===== src/rtl/read_data_split_merge_pkg.sv =====
// Shared read-split definitions: half-width and pad-width helpers plus the
// even-width check. The split-mode write address translator uses the same
// helpers, so both sides agree on how a wide address/word is halved.
// No ports (package).
package read_data_split_merge_pkg;

    function automatic int half_width(input int w);
        return w / 2;
    endfunction

    // Zero bits placed above the selected address half in the local address.
    function automatic int pad_width(input int local_w, input int wide_w);
        return local_w - (wide_w / 2);
    endfunction

    function automatic bit is_even(input int w);
        return (w % 2) == 0;
    endfunction

endpackage


===== src/rtl/read_data_split_merge_delay_line.sv =====
// read_split_delay_line: WIDTH x DEPTH shift register with synchronous
// active-low clear. Advances every cycle; all stages are exposed so the
// parent can OR the valid bits into a busy flag.
// Ports:
//   clock    in   rising-edge clock
//   clear_n  in   synchronous active-low clear of every stage
//   data_in  in   [WIDTH-1:0] value entering stage 0
//   stages   out  [DEPTH-1:0][WIDTH-1:0] all stages, stages[DEPTH-1] is the oldest
module read_split_delay_line #(
    parameter int WIDTH = 2,
    parameter int DEPTH = 3
) (
    input  logic                        clock,
    input  logic                        clear_n,
    input  logic [WIDTH-1:0]            data_in,
    output logic [DEPTH-1:0][WIDTH-1:0] stages
);

    always_ff @(posedge clock) begin
        if (!clear_n) begin
            stages <= '0;
        end else begin
            stages[0] <= data_in;
            for (int i = 1; i < DEPTH; i++) begin
                stages[i] <= stages[i-1];
            end
        end
    end

endmodule


===== src/rtl/read_data_split_merge.sv =====
// read_data_split_merge: read-side companion of the split-mode write address
// translator. Issues a registered local RAM address (plain: truncated wide
// address; split: selected address half, zero-padded), tracks each request's
// split bit through the fixed RAM latency and realigns the returned word.
// In split mode the lower and upper instances are OR-merged downstream.
// Optional feature: define READ_SPLIT_PERF_COUNT_EN to add split_read_count.
// Ports:
//   clock             in   rising-edge clock
//   reset_n           in   synchronous active-low reset
//   split             in   split mode, sampled per request
//   read_valid        in   read request this cycle
//   read_addr         in   [READ_ADDR_WIDTH-1:0] wide read address
//   ram_read_addr     out  [READ_ADDR_WIDTH_LOCAL-1:0] registered local address
//   ram_read_data     in   [WORD_WIDTH-1:0] RAM data, RAM_READ_LATENCY after address
//   read_data         out  [WORD_WIDTH-1:0] realigned data, held when not valid
//   read_data_valid   out  read_data holds a completed request
//   busy              out  any request in flight
//   split_read_count  out  [31:0] completed split reads (READ_SPLIT_PERF_COUNT_EN only)
module read_data_split_merge
    import read_data_split_merge_pkg::*;
#(
    parameter int READ_ADDR_WIDTH       = 10,
    parameter int READ_ADDR_WIDTH_LOCAL = 10,
    parameter int WORD_WIDTH            = 36,
    parameter int LOWER_UPPER_SPLIT     = 0,
    parameter int RAM_READ_LATENCY      = 2
) (
    input  logic                             clock,
    input  logic                             reset_n,
    input  logic                             split,
    input  logic                             read_valid,
    input  logic [READ_ADDR_WIDTH-1:0]       read_addr,
    output logic [READ_ADDR_WIDTH_LOCAL-1:0] ram_read_addr,
    input  logic [WORD_WIDTH-1:0]            ram_read_data,
    output logic [WORD_WIDTH-1:0]            read_data,
    output logic                             read_data_valid,
    output logic                             busy
`ifdef READ_SPLIT_PERF_COUNT_EN
    ,
    output logic [31:0]                      split_read_count
`endif
);

    localparam int ADDR_HALF = half_width(READ_ADDR_WIDTH);
    localparam int DATA_HALF = half_width(WORD_WIDTH);
    localparam int DEPTH     = RAM_READ_LATENCY + 1;

    generate
        if (!is_even(READ_ADDR_WIDTH)) begin : g_bad_addr_width
            $error("READ_ADDR_WIDTH must be even");
        end
        if (!is_even(WORD_WIDTH)) begin : g_bad_word_width
            $error("WORD_WIDTH must be even");
        end
        if (pad_width(READ_ADDR_WIDTH_LOCAL, READ_ADDR_WIDTH) < 0) begin : g_bad_local_width
            $error("READ_ADDR_WIDTH_LOCAL must be >= READ_ADDR_WIDTH/2");
        end
        if (RAM_READ_LATENCY < 1) begin : g_bad_latency
            $error("RAM_READ_LATENCY must be >= 1");
        end
    endgenerate

    // Issue stage: address translation (truncation / zero padding, no carry).
    logic [ADDR_HALF-1:0]             addr_half;
    logic [READ_ADDR_WIDTH_LOCAL-1:0] issue_addr;

    always_comb begin
        addr_half  = '0;
        issue_addr = '0;
        if (LOWER_UPPER_SPLIT != 0) begin
            addr_half = read_addr[READ_ADDR_WIDTH-1 -: ADDR_HALF];
        end else begin
            addr_half = read_addr[ADDR_HALF-1:0];
        end
        if (split) begin
            issue_addr = READ_ADDR_WIDTH_LOCAL'(addr_half);
        end else begin
            issue_addr = READ_ADDR_WIDTH_LOCAL'(read_addr);
        end
    end

    always_ff @(posedge clock) begin
        if (!reset_n) begin
            ram_read_addr <= '0;
        end else if (read_valid) begin
            ram_read_addr <= issue_addr;
        end
    end

    // Tracking: {valid, split}; split is gated so idle slots carry all zeros.
    logic [DEPTH-1:0][1:0] track;
    logic                  emerge_valid;
    logic                  emerge_split;

    read_split_delay_line #(
        .WIDTH (2),
        .DEPTH (DEPTH)
    ) u_track (
        .clock   (clock),
        .clear_n (reset_n),
        .data_in ({read_valid, read_valid & split}),
        .stages  (track)
    );

    assign emerge_valid = track[DEPTH-1][1];
    assign emerge_split = track[DEPTH-1][0];

    always_comb begin
        busy = 1'b0;
        for (int i = 0; i < DEPTH; i++) begin
            busy = busy | track[i][1];
        end
    end

    // Realign stage: in split mode the RAM's low half lands in this
    // instance's half of the wide word, the other half stays zero.
    logic [DATA_HALF-1:0]  ram_low;
    logic [WORD_WIDTH-1:0] aligned;

    assign ram_low = ram_read_data[DATA_HALF-1:0];

    always_comb begin
        aligned = ram_read_data;
        if (emerge_split) begin
            if (LOWER_UPPER_SPLIT != 0) begin
                aligned = {ram_low, {DATA_HALF{1'b0}}};
            end else begin
                aligned = {{DATA_HALF{1'b0}}, ram_low};
            end
        end
    end

    always_ff @(posedge clock) begin
        if (!reset_n) begin
            read_data       <= '0;
            read_data_valid <= 1'b0;
        end else begin
            read_data_valid <= emerge_valid;
            if (emerge_valid) begin
                read_data <= aligned;
            end
        end
    end

`ifdef READ_SPLIT_PERF_COUNT_EN
    // Counts every completed split request; updates on the same edge that
    // raises read_data_valid for it.
    always_ff @(posedge clock) begin
        if (!reset_n) begin
            split_read_count <= '0;
        end else if (emerge_valid && emerge_split) begin
            split_read_count <= split_read_count + 32'd1;
        end
    end
`endif

endmodule


===== config.mk =====
export PLATFORM = sky130hd
export DESIGN_NAME = read_data_split_merge
export DESIGN_NICKNAME = d
export VERILOG_FILES = /design/src/rtl/read_data_split_merge_pkg.sv /design/src/rtl/read_data_split_merge_delay_line.sv /design/src/rtl/read_data_split_merge.sv
export SDC_FILE = /design/constraint.sdc
export NUM_CORES = 1
export LEC_CHECK = 0
export ABC_AREA = 1
export ABC_CLOCK_PERIOD_IN_PS = 1200
export CORE_MARGIN = 5
export CORE_UTILIZATION = 40
export DETAILED_ROUTE_END_ITERATION = 8
export PLACE_DENSITY = 0.78
export RECOVER_POWER = 50
export SYNTH_ARGS = -nofsm -noshare
export SYNTH_HDL_FRONTEND = slang
export SYNTH_SLANG_ARGS = --single-unit

===== constraint.sdc =====
create_clock -name clock -period 1.2 [get_ports clock]
set_input_delay 0.18 -clock clock [delete_from_list [all_inputs] [get_ports clock]]
set_output_delay 0.18 -clock clock [all_outputs]
set_load 0.05 [all_outputs]

==> run summary, run 1 <==
STATUS
----------------------------------------------------------------------------------------
Result of the run                                                           complete, no violations

MIN PATH
----------------------------------------------------------------------------------------
End point of the worst hold path                                            u_track.stages[4]$_SDFF_PN0_
Worst hold path cell count                                                             2
Type of the most critical hold path                                           reg -> reg
Launch instance of the worst min-delay path                                 u_track.stages[2]$_SDFF_PN0_

SYNTH
----------------------------------------------------------------------------------------
Prevailing post-synth register cell                                              dfxtp_1
Post-synth net total                                                                 275
Post-synth EDFFs                                                                       0
Mean area per synthesized cell                                                 8.775 µm²
Synth cell types                                                                      18
Flip-flop and latch count after synthesis                                             53
Post-synth design cell area                                                     1974 µm²
Count of mapped cells out of synthesis                                               225
FFs w/ async S/R, synth                                                                0
Total number of yosys warnings                                                         0
Share of the yosys chip area belonging to registers                               0.5374

DRT
----------------------------------------------------------------------------------------
1st-pass router iterations                                                             4
Total routed wirelength                                                          5327 µm
Total number of vias                                                                1814
Vias per std cell                                                                  4.663
Antenna-violating nets left                                                            0
Average wire per standard cell                                                  13.69 µm
Drt drc                                                                                0
DRC marker count from the first detailed-route iteration                              91

WORST SETUP PATH
----------------------------------------------------------------------------------------
Critical path arrival                                                             970 ps
CP Cell Sequence                                                            nor2_1 > nand2_1 > buf_12
Crit path largest cell delay                                                      320 ps
Maximum fanout count along the critical path                                           2
Crit Reg-Reg Startpoint                                                     u_track.stages[5]$_SDFF_PN0_
Setup slack, reg-to-reg                                                            90 ps
Required time at the worst-slack endpoint                                        1020 ps
Critical Path Source Type                                                       register
Register-to-Register Path Depth                                                        5
R2R Path End                                                                read_data[19]$_SDFFE_PN0P_
Worst Path Class, Setup                                                       reg -> out
Crit-path slowest cell                                                           dfxtp_1
Endpoint type of the worst setup path                                        output port

FINAL LAYOUT
----------------------------------------------------------------------------------------
Area of combinational cells with multiple inputs                               730.7 µm²
Final design utilization                                                          0.6832
Commonest cells after routing, fill and taps aside                          51 x dfxtp_1, 48 x nor2_1, 47 x clkdlybuf4s50_1
Antenna Cells                                                                          0
Area taken by flip-flops and latches                                            1066 µm²
Synthesis-to-layout area growth                                                   64.51%
Final cell area excluding filler cells                                          3248 µm²
Final non-filler cell total                                                          389
Number of filler instances in the final layout                                       375
Total Nets Final                                                                     372
Most frequent standard cell in the layout excluding fill and tap cells           dfxtp_1
Fraction of final layout cells with drive strength greater than 1                 0.2671

POWER AND IR DROP
----------------------------------------------------------------------------------------
Largest vdd supply drop                                                      0.0008619 V
Pwr per Cell Area                                                            1086 nW/µm²
Leakage power                                                                   1.333 nW

TIMING
----------------------------------------------------------------------------------------
Count of endpoints failing setup in the final report                                   0
RSZ-0062 raised after global routing                                                true
Post-Route Setup TNS                                                                0 ps
Final setup skew                                                                4.100 ps
Count of final max-slew check failures                                                 0
Min cycle time layout                                                            1147 ps
Maximum clock rate                                                            0.8721 GHz
Portion of the clock cycle consumed by the worst path in the final layout         0.9555
Final Hold Violating Endpoints                                                         0
Slew @ Worst Pin                                                                344.2 ps
Slew margin rel.                                                                  0.7705

DIE
----------------------------------------------------------------------------------------
Starting density of the core                                                      0.4153
Area of the core                                                                4755 µm²
Die Wd                                                                          80.26 µm
Die Outline Area                                                                6441 µm²
IO Count                                                                              98
Std cell rows                                                                         25
Die span in y                                                                   80.26 µm

GLOBAL ROUTING
----------------------------------------------------------------------------------------
Combined global-route utilization of all metal layers                             0.1636
Met1 layer usage reported by global route                                         0.1928
Maximum number of pins on one net before global-route repair                          38
Met2 track demand over resource                                                   0.2815
Number of global-route vias before repair                                           1792
Wire length of the first global-routing pass                                     8273 µm
GR Overflow Total                                                                      0
Routing usage on met3                                                            0.05830
Antenna violations before repair                                                       0
Most heavily used metal layer in global routing                                     met2

CLOCKING
----------------------------------------------------------------------------------------
CTS tree                                                                            done
Buffer levels on the longest clock path                                                2
Number of buffers created by CTS                                                       5
Clock slew at the register clock pins of the worst setup and hold paths            90 ps
Clock net sink count                                                                  53
Clock tree root driver cell                                                     clkbuf_8
Deepest level of the CTS H-tree                                                        2
Clock latency of the later-clocked register in the worst-skew pair                290 ps

PLACEMENT
----------------------------------------------------------------------------------------
Post-DP Area                                                                    3471 µm²
Detailed placement HPWL                                                          3954 µm
Final estimated routing congestion in global placement                            0.6920
Port bufs                                                                             97
Number of cells after detailed placement                                             381

FLOW RUN
----------------------------------------------------------------------------------------
Number of maximum-capacitance violations                                               0

-- layout make-up --
cell class / instances / share of cell area
clock buffer: 7 / 0.02658
sequential: 53 / 0.3282
inverter: 11 / 0.01502
timing repair buffer: 104 / 0.3794
tap: 67 / 0.02581
multi-input combinational: 147 / 0.2250
-- per-layer routing --
metal | vias to the layer above | share of wire
met4 | 0 | 0.010
met3 | 8 | 0.074
met1 | 825 | 0.42
met2 | 63 | 0.50
met5 | - | 0
li1 | 918 | -
-- where the power goes --
| group | leakage (nW) | switching (W) | internal, W | total [W] |
|---|---|---|---|---|
| clock | 0.0443 | 0.000527 | 0.000459 | 0.000986 |
| sequential | 0.433 | 0.0000464 | 0.00182 | 0.00186 |
| combinational | 0.856 | 0.000350 | 0.000331 | 0.000681 |
| total | 1.33 | 0.000923 | 0.00261 | 0.00353 |
-- flip-flops by register name, indices dropped and copies added (netlist names) --
name             flops
u_track.stages       6
ram_read_addr       10
read_data_valid      1
read_data           36
-- how the worst max path moves through the flow --
stage / cells past startpoint / end / startpoint
after floorplan: 4 / busy / u_track.stages[5]$_SDFF_PN0_
after global placement: 4 / ram_read_addr[0]$_SDFFE_PN0P_ / read_valid
after detailed placement: 4 / ram_read_addr[3]$_SDFFE_PN0P_ / read_valid
after CTS: 3 / busy / u_track.stages[5]$_SDFF_PN0_
after global routing: 3 / busy / u_track.stages[1]$_SDFF_PN0_
final: 3 / busy / u_track.stages[1]$_SDFF_PN0_
-- what timing repair did --
item	in CTS	in global routing
buffers inserted	1	0
hold endpoints to repair	0	0
hold buffers	0	0
pin swaps	0	2
resized for setup	2	1
setup endpoints to repair	1	1
-- cells by family (layout without fill, tap and decap cells) --
kind of cell,count (synthesis),after routing,share of synthesized area
buffers and inverters,25,122,0.09252
AO/OA/AOI/OAI,46,46,0.1394
flip-flops,53,53,0.5374
AND/OR/NAND/NOR,101,101,0.2307
-- through the flow --
stage / setup slack (ps) / hold slack [ps] / total power [W]
2_1_floorplan: 24.63 / 314.9 / 0.002215
3_3_place_gp: -6.566 / 392.4 / 0.002661
3_5_place_dp: -50.63 / 410.7 / 0.002671
4_1_cts: 22.50 / 428.6 / 0.003654
5_1_grt: -5.848 / 451.8 / 0.003676
6_report: 53.35 / 420.2 / 0.003529
-- worst max-delay path, delay by kind of cell, from the launching register on --
kind | cells | cell delay (ps)
and+or+nand+nor | 2 | 200
DFF | 1 | 320
buffers and inverters | 1 | 160
-- synth_stat cells, types with 3 or more instances --
library cell  number  area (µm²)
o21ai_0           23       115.1
dfxtp_1           53        1061
a21oi_1           11       55.05
buf_6              3       33.78
nor2_1            48       180.2
nand3_1           14       70.07
a21oi_2           12       105.1
nand2_1           29       108.9
buf_4              3       22.52
nand3_2            9       90.09
buf_2              3       15.01
inv_1              8       30.03
(Power assumes the default switching activity.)
==> inputs of run 2 (changes only) <==
--- a/config.mk
+++ b/config.mk
@@ -6,11 +6,11 @@
 export NUM_CORES = 1
 export LEC_CHECK = 0
 export ABC_AREA = 1
-export ABC_CLOCK_PERIOD_IN_PS = 1200
+export ABC_CLOCK_PERIOD_IN_PS = 1000
 export CORE_MARGIN = 5
-export CORE_UTILIZATION = 40
+export CORE_UTILIZATION = 36
 export DETAILED_ROUTE_END_ITERATION = 8
-export PLACE_DENSITY = 0.78
+export PLACE_DENSITY = 0.85
 export RECOVER_POWER = 50
 export SYNTH_ARGS = -nofsm -noshare
 export SYNTH_HDL_FRONTEND = slang
==> constraint.sdc (replaced) <==
create_clock -name clock -period 1 [get_ports clock]
set_input_delay 0.15 -clock clock [delete_from_list [all_inputs] [get_ports clock]]
set_output_delay 0.15 -clock clock [all_outputs]
set_load 0.05 [all_outputs]
==> run summary, run 2 (synthesis results as in run 1) <==
MIN PATH
----------------------------------------------------------------------------------------
End point of the worst hold path                                            u_track.stages[2]$_SDFF_PN0_
Launch instance of the worst min-delay path                                 u_track.stages[0]$_SDFF_PN0_
Type of the most critical hold path                                           reg -> reg
Worst hold path cell count                                                             2   unchanged

TIMING
----------------------------------------------------------------------------------------
Slew margin rel.                                                                  0.7874   +0.01692
Slew @ Worst Pin                                                                318.9 ps   -25.38 ps
RSZ-0062 raised after global routing                                                true
Portion of the clock cycle consumed by the worst path in the final layout          1.155
Maximum clock rate                                                            0.8659 GHz
Count of final max-slew check failures                                                 0   unchanged
Count of endpoints failing setup in the final report                                  39   +39
Least setup slack across all paths after layout                                -154.9 ps   -208.3 ps
Post-Route Setup TNS                                                            -2979 ps   -2979 ps
Final setup skew                                                                3.169 ps   -0.9311 ps
Min cycle time layout                                                            1155 ps
Final Hold Violating Endpoints                                                         0   unchanged

WORST SETUP PATH
----------------------------------------------------------------------------------------
Register-to-Register Path Depth                                                        6   +1
Critical Path Source Type                                                       register
Most used cell along the critical path                                            buf_12
Setup slack, reg-to-reg                                                          -110 ps   -200 ps
Endpoint type of the worst setup path                                        output port
R2R Path End                                                                read_data[30]$_SDFFE_PN0P_
Buf+Inv Stages, Crit Path                                                              3   +2
Critical path arrival                                                            1000 ps   +30 ps
Worst Path Class, Setup                                                       reg -> out
Required time at the worst-slack endpoint                                         850 ps   -170 ps
Crit-path slowest cell                                                           dfxtp_2
Crit Reg-Reg Startpoint                                                     u_track.stages[5]$_SDFF_PN0_
Crit path largest cell delay                                                      340 ps   +20 ps
CP Cell Sequence                                                            buf_12 > inv_12 > nand2_4 > buf_12
Maximum fanout count along the critical path                                           3   +1
Family with the most delay on the worst path                                  flip-flops

CLOCKING
----------------------------------------------------------------------------------------
Number of buffers created by CTS                                                       5   unchanged
CTS tree                                                                            done
Clock latency of the later-clocked register in the worst-skew pair                290 ps   about the same
Clock slew at the register clock pins of the worst setup and hold paths            90 ps   about the same
Clock net sink count                                                                  53   unchanged
Deepest level of the CTS H-tree                                                        2   unchanged
Clock tree root driver cell                                                     clkbuf_8
Buffer levels on the longest clock path                                                2   unchanged

FINAL LAYOUT
----------------------------------------------------------------------------------------
Final cell area excluding filler cells                                          3710 µm²   +14%
Commonest cells after routing, fill and taps aside                          48 x clkdlybuf4s50_1, 48 x dfxtp_2, 37 x buf_12
Fraction of final layout cells with drive strength greater than 1                 0.4880   +0.2209
Number of flip-flops in the largest register                                          36   unchanged
Antenna Cells                                                                          0   unchanged
Synthesis-to-layout area growth                                                   87.90%
Register with the most flip-flops                                              read_data
Registers with the highest flip-flop counts                                 read_data x36, ram_read_addr x10, u_track.stages x6
Total Nets Final                                                                     382   +2.7%

GLOBAL ROUTING
----------------------------------------------------------------------------------------
Number of global-route vias before repair                                           1889   +5.4%
Maximum number of pins on one net before global-route repair                          30   -21%
Wire length of the first global-routing pass                                     9397 µm   +14%
Combined global-route utilization of all metal layers                             0.1649   +0.001288
Antenna violations before repair                                                       0   unchanged
GR Overflow Total                                                                      0   unchanged

PLACEMENT
----------------------------------------------------------------------------------------
Port bufs                                                                             97   unchanged
Detailed placement HPWL                                                          4221 µm   +6.8%
Final estimated routing congestion in global placement                            0.6935   +0.22%
Post-DP Area                                                                    3515 µm²   +1.3%

DIE
----------------------------------------------------------------------------------------
Starting density of the core                                                      0.3653   -0.04999
Area of the core                                                                5405 µm²   +14%
Die Outline Area                                                                7065 µm²   +9.7%
Std cell rows                                                                         27   +8.0%
Die span in y                                                                   84.06 µm   +4.7%
Die Wd                                                                          84.06 µm   +4.7%
IO Count                                                                              98   unchanged

STATUS
----------------------------------------------------------------------------------------
Violations in the final reports                                             negative setup slack
Result of the run                                                           finished with violations

POWER AND IR DROP
----------------------------------------------------------------------------------------
Leakage power                                                                   1.474 nW   +11%
Pwr per Cell Area                                                            1173 nW/µm²   +8.0%
Largest vdd supply drop                                                      0.0008261 V   -4.1%

DRT
----------------------------------------------------------------------------------------
Top routing layer used                                                              met4
1st-pass router iterations                                                             4   unchanged
Antenna-violating nets left                                                            0   unchanged
Total routed wire length on the met1 layer                                       2426 µm   +8.6%
Average wire per standard cell                                                  14.38 µm   +5.0%
Drt drc                                                                                0   unchanged
Total number of vias                                                                1858   +2.4%
Met2 routed wirelength                                                           2949 µm   +12%
DRC marker count from the first detailed-route iteration                             100   +9.9%
Wire length on met3                                                               354 µm   -9.7%
Vias per std cell                                                                  4.599   -1.4%
Total routed wirelength                                                          5808 µm   +9.0%

FLOW RUN
----------------------------------------------------------------------------------------
Number of maximum-capacitance violations                                               0   unchanged

==> run 2: cell count changes in the layout (fill, tap and decap cells not counted), sizes merged <==
cell,delta
clkdlybuf4s50,+1
clkbuf,-5
buf,+15
dlygate4sd3,-1
==> run 2: power by group <==
part,leakage (nW),internal [W],switching [W]
sequential,0.453,0.00219,0.0000614
clock,0.0443,0.000551,0.000629
combinational,0.977,0.000471,0.000446
==> run 2: area by class of cell <==
type,instances,area (µm²)
inverters,11,53.80
flip-flops and latches,53,1121
multi-input cells,147,797.0
clock buffers,7,86.33
fillers,425,1695
well taps,72,90.09
repair buffers,114,1562
==> run 2: metrics by stage <==
stage                       util  std cells  hold WS (ps)  power (W)  setup WS (ps)
after global routing      0.6863        404         419.4   0.004551         -194.0
final                     0.6863        404         416.3   0.004351         -154.9
after floorplan                -        225         284.9   0.002662          50.75
after global placement    0.6502        390         392.5   0.003200         -162.5
after detailed placement  0.6502        390         398.1   0.003219         -217.6
after CTS                 0.6847        402         412.6   0.004425         -176.7
==> run 2: per-layer routing <==
| layer | track usage | up-vias |
|---|---|---|
| li1 | - | 940 |
| met5 | 0 | - |
| met3 | 0.04738 | 10 |
| met1 | 0.2062 | 851 |
| met2 | 0.2719 | 57 |
| met4 | 0.05263 | 0 |
==> run 2: worst register-to-register path, cell delays in order, from the launching register on <==
cell     delay, ps
dfxtp_2        340
buf_12         130
inv_12          50
buf_4          170
buf_12         150
nand2_1         80
a21oi_2        130
==> run 2: how the worst max path moves through the flow <==
stage,start,to,slack [ps],cells past startpoint
after floorplan,u_track.stages[5]$_SDFF_PN0_,busy,50,4
final,u_track.stages[5]$_SDFF_PN0_,busy,-150,4
after CTS,u_track.stages[5]$_SDFF_PN0_,busy,-180,4
after detailed placement,read_valid,ram_read_addr[4]$_SDFFE_PN0P_,-220,4
after global placement,read_valid,ram_read_addr[4]$_SDFFE_PN0P_,-160,4
after global routing,u_track.stages[5]$_SDFF_PN0_,busy,-190,4
==> run 2: repair_timing <==
action | in CTS | in global routing
cloned | 1 | 1
hold buffers | 0 | 0
gates resized for setup | 29 | 50
buffers inserted | 4 | 1
endpoints found under the setup margin | 36 | 72
==> inputs of run 3 (changes only) <==
--- a/config.mk
+++ b/config.mk
@@ -12,6 +12,7 @@
 export DETAILED_ROUTE_END_ITERATION = 8
 export PLACE_DENSITY = 0.85
 export RECOVER_POWER = 50
+export SETUP_SLACK_MARGIN = 0.4
 export SYNTH_ARGS = -nofsm -noshare
 export SYNTH_HDL_FRONTEND = slang
 export SYNTH_SLANG_ARGS = --single-unit
==> run summary, run 3 (synthesis results as in run 1) <==
TIMING
----------------------------------------------------------------------------------------
Count of final max-slew check failures                                                 0   unchanged
Slew @ Worst Pin                                                                847.4 ps   +528.5 ps
Least setup slack across all paths after layout                                -156.4 ps   -1.492 ps
Min cycle time layout                                                            1156 ps   +1.492 ps
Portion of the clock cycle consumed by the worst path in the final layout          1.156   +0.001492
RSZ-0062 raised after global routing                                                true
Count of endpoints failing setup in the final report                                  38   -2.6%
Slew margin rel.                                                                  0.4351   -0.3523
Final Hold Violating Endpoints                                                         0   unchanged
Maximum clock rate                                                            0.8647 GHz   -0.13%
Final setup skew                                                                13.21 ps   +10.04 ps

CLOCKING
----------------------------------------------------------------------------------------
Buffer levels on the longest clock path                                                2   unchanged
Deepest level of the CTS H-tree                                                        2   unchanged
Number of buffers created by CTS                                                       5   unchanged
Hold-fix buffer count after cts                                                        0   unchanged
Clock latency of the later-clocked register in the worst-skew pair                310 ps   +20 ps
Clock net sink count                                                                  53   unchanged
Clock tree root driver cell                                                     clkbuf_8
Clock slew at the register clock pins of the worst setup and hold paths           100 ps   about the same
CTS tree                                                                            done

PLACEMENT
----------------------------------------------------------------------------------------
Detailed placement HPWL                                                          4167 µm   -1.3%
Number of cells after detailed placement                                             388   -0.51%
Port bufs                                                                             97   unchanged
Final estimated routing congestion in global placement                            0.7214   +4.0%

WORST SETUP PATH
----------------------------------------------------------------------------------------
Register-to-Register Path Depth                                                        5   -1
Worst Path Class, Setup                                                       reg -> out
Launch point of the worst path                                              u_track.stages[5]$_SDFF_PN0_
Critical Path Source Type                                                       register
Critical path arrival                                                            1010 ps   about the same
Crit Reg-Reg Startpoint                                                     u_track.stages[5]$_SDFF_PN0_
R2R Path End                                                                read_data[32]$_SDFFE_PN0P_
Setup slack, reg-to-reg                                                          -150 ps   -40 ps
Destination of the critical timing path                                             busy
Maximum fanout count along the critical path                                          19   +16
Endpoint type of the worst setup path                                        output port
Required time at the worst-slack endpoint                                         850 ps   about the same

DRT
----------------------------------------------------------------------------------------
Total routed wirelength                                                          7605 µm   +31%
Total number of vias                                                                2083   +12%
Drt drc                                                                                0   unchanged
Average wire per standard cell                                                  17.98 µm   +25%
Antenna-violating nets left                                                            0   unchanged
DRC marker count from the first detailed-route iteration                             101   +1.0%
1st-pass router iterations                                                             4   unchanged
Vias per std cell                                                                  4.924   +7.1%

FINAL LAYOUT
----------------------------------------------------------------------------------------
Most frequent standard cell in the layout excluding fill and tap cells            buf_12
Area taken by flip-flops and latches                                            1232 µm²   +9.9%
Final non-filler cell total                                                          423   +4.7%
Fraction of final layout cells with drive strength greater than 1                 0.6353   +0.1474
Number of filler instances in the final layout                                       282   -34%
Antenna Cells                                                                          0   unchanged
Number of flip-flops in the largest register                                          36   unchanged
Commonest cells after routing, fill and taps aside                          51 x buf_12, 45 x dfxtp_4, 44 x clkdlybuf4s50_1
Area of combinational cells with multiple inputs                                1065 µm²   +34%
Register with the most flip-flops                                              read_data
Synthesis-to-layout area growth                                                   123.6%
Total Nets Final                                                                     400   +4.7%
Registers with the highest flip-flop counts                                 read_data x36, ram_read_addr x10, u_track.stages x6

POWER AND IR DROP
----------------------------------------------------------------------------------------
Switching pwr                                                                 0.001324 W   +16%
Sequential share of power                                                          0.486   -0.032
Part of the power in the clock network                                             0.264   -0.007
Switching power as a share of total power                                         0.2950   +0.03373
Share of total power in combinational logic                                        0.250   +0.039
Sum of internal, switching and leakage power                                  0.004487 W   +3.1%
Leakage power                                                                   1.674 nW   +14%
Internal portion of total power                                               0.003164 W   -1.6%
Largest vdd supply drop                                                      0.0006593 V   -20%
Pwr per Cell Area                                                            1017 nW/µm²   -13%

GLOBAL ROUTING
----------------------------------------------------------------------------------------
Antenna violations before repair                                                       0   unchanged
Number of global-route vias before repair                                           2130   +13%
Maximum number of pins on one net before global-route repair                          20   -33%
Combined global-route utilization of all metal layers                             0.1945   +0.02966
Wire length of the first global-routing pass                                    11060 µm   +18%
GR Overflow Total                                                                      0   unchanged

DIE
----------------------------------------------------------------------------------------
Area of the core                                                                5405 µm²   unchanged
Die Outline Area                                                                7065 µm²   unchanged
Die Wd                                                                          84.06 µm   unchanged
Starting density of the core                                                      0.3653   unchanged
IO Count                                                                              98   unchanged
Die span in y                                                                   84.06 µm   unchanged
Std cell rows                                                                         27   unchanged

MIN PATH
----------------------------------------------------------------------------------------
Launch instance of the worst min-delay path                                 read_addr[5]
Type of the most critical hold path                                            in -> reg

STATUS
----------------------------------------------------------------------------------------
Violations in the final reports                                             negative setup slack
Result of the run                                                           finished with violations

FLOW RUN
----------------------------------------------------------------------------------------
Number of maximum-capacitance violations                                               0   unchanged

==> run 3: cell count changes in the layout (fill, tap and decap cells not counted), sizes merged, moves of 2 or more <==
cell,previous run,this run
buf,49,77
clkinv,2,4
dlymetal6s2s,0,2
inv,9,14
clkdlybuf4s50,48,44
clkbuf,23,9
==> run 3: worst min-delay path by stage <==
stage,end,cells past startpoint
6_report,ram_read_addr[5]$_SDFFE_PN0P_,3
2_1_floorplan,read_data[0]$_SDFFE_PN0P_,2
3_5_place_dp,u_track.stages[4]$_SDFF_PN0_,2
3_3_place_gp,u_track.stages[4]$_SDFF_PN0_,2
5_1_grt,ram_read_addr[6]$_SDFFE_PN0P_,3
4_1_cts,ram_read_addr[5]$_SDFFE_PN0P_,4
==> run 3: layout make-up <==
type	count	share of cell area
Multi-Input combinational cell	147	0.2412
Sequential cell	53	0.2792
Inverter	11	0.01474
Tap cell	72	0.02041
Timing Repair Buffer	128	0.4113
Clock buffer	5	0.01559
Clock inverter	3	0.003968
Timing Repair inverter	4	0.01361
==> run 3: power groups by stage <==
stage | Sequential [W] | Combinational (W) | Clock [W]
after floorplan | 0.00241 | 0.000200 | 0
after global placement | 0.00222 | 0.000917 | 0
after detailed placement | 0.00222 | 0.000930 | 0
after CTS | 0.00218 | 0.00106 | 0.00123
after global routing | 0.00219 | 0.00117 | 0.00133
final | 0.00218 | 0.00112 | 0.00118
==> run 3: worst max-delay path, stage by stage (launching register included) <==
cell	delay (ps)
dfxtp_4	400
inv_16	110
nand2_8	60
buf_12	140
==> run 3: through the flow <==
step,cell area [µm²],setup TNS (ps),utilization,setup WS [ps],hold slack [ps]
6_report,4414,-2840,0.8167,-156.4,160.2
5_1_grt,4414,-4765,0.8167,-203.4,141.2
3_5_place_dp,3697,-9052,0.6840,-253.4,403.2
2_1_floorplan,2211,0,-,104.5,283.6
4_1_cts,4232,-2078,0.7829,-173.1,244.6
3_3_place_gp,3697,-7716,0.6840,-186.3,399.1
==> run 3: timing repair <==
| action | 4_1_cts | 5_1_grt |
|---|---|---|
| cloned | 9 | 1 |
| setup buffers | 10 | 7 |
| endpoints found under the setup margin | 101 | 97 |
| pin swaps | 20 | 17 |
| resized for setup | 81 | 50 |
==> run 3: layer usage <==
layer	GRT usage	vias up	wire, µm
met4	0.05263	0	156
met3	0.05923	17	503
met2	0.3336	85	3967
met5	0	-	0
li1	-	984	-
met1	0.2342	997	2978
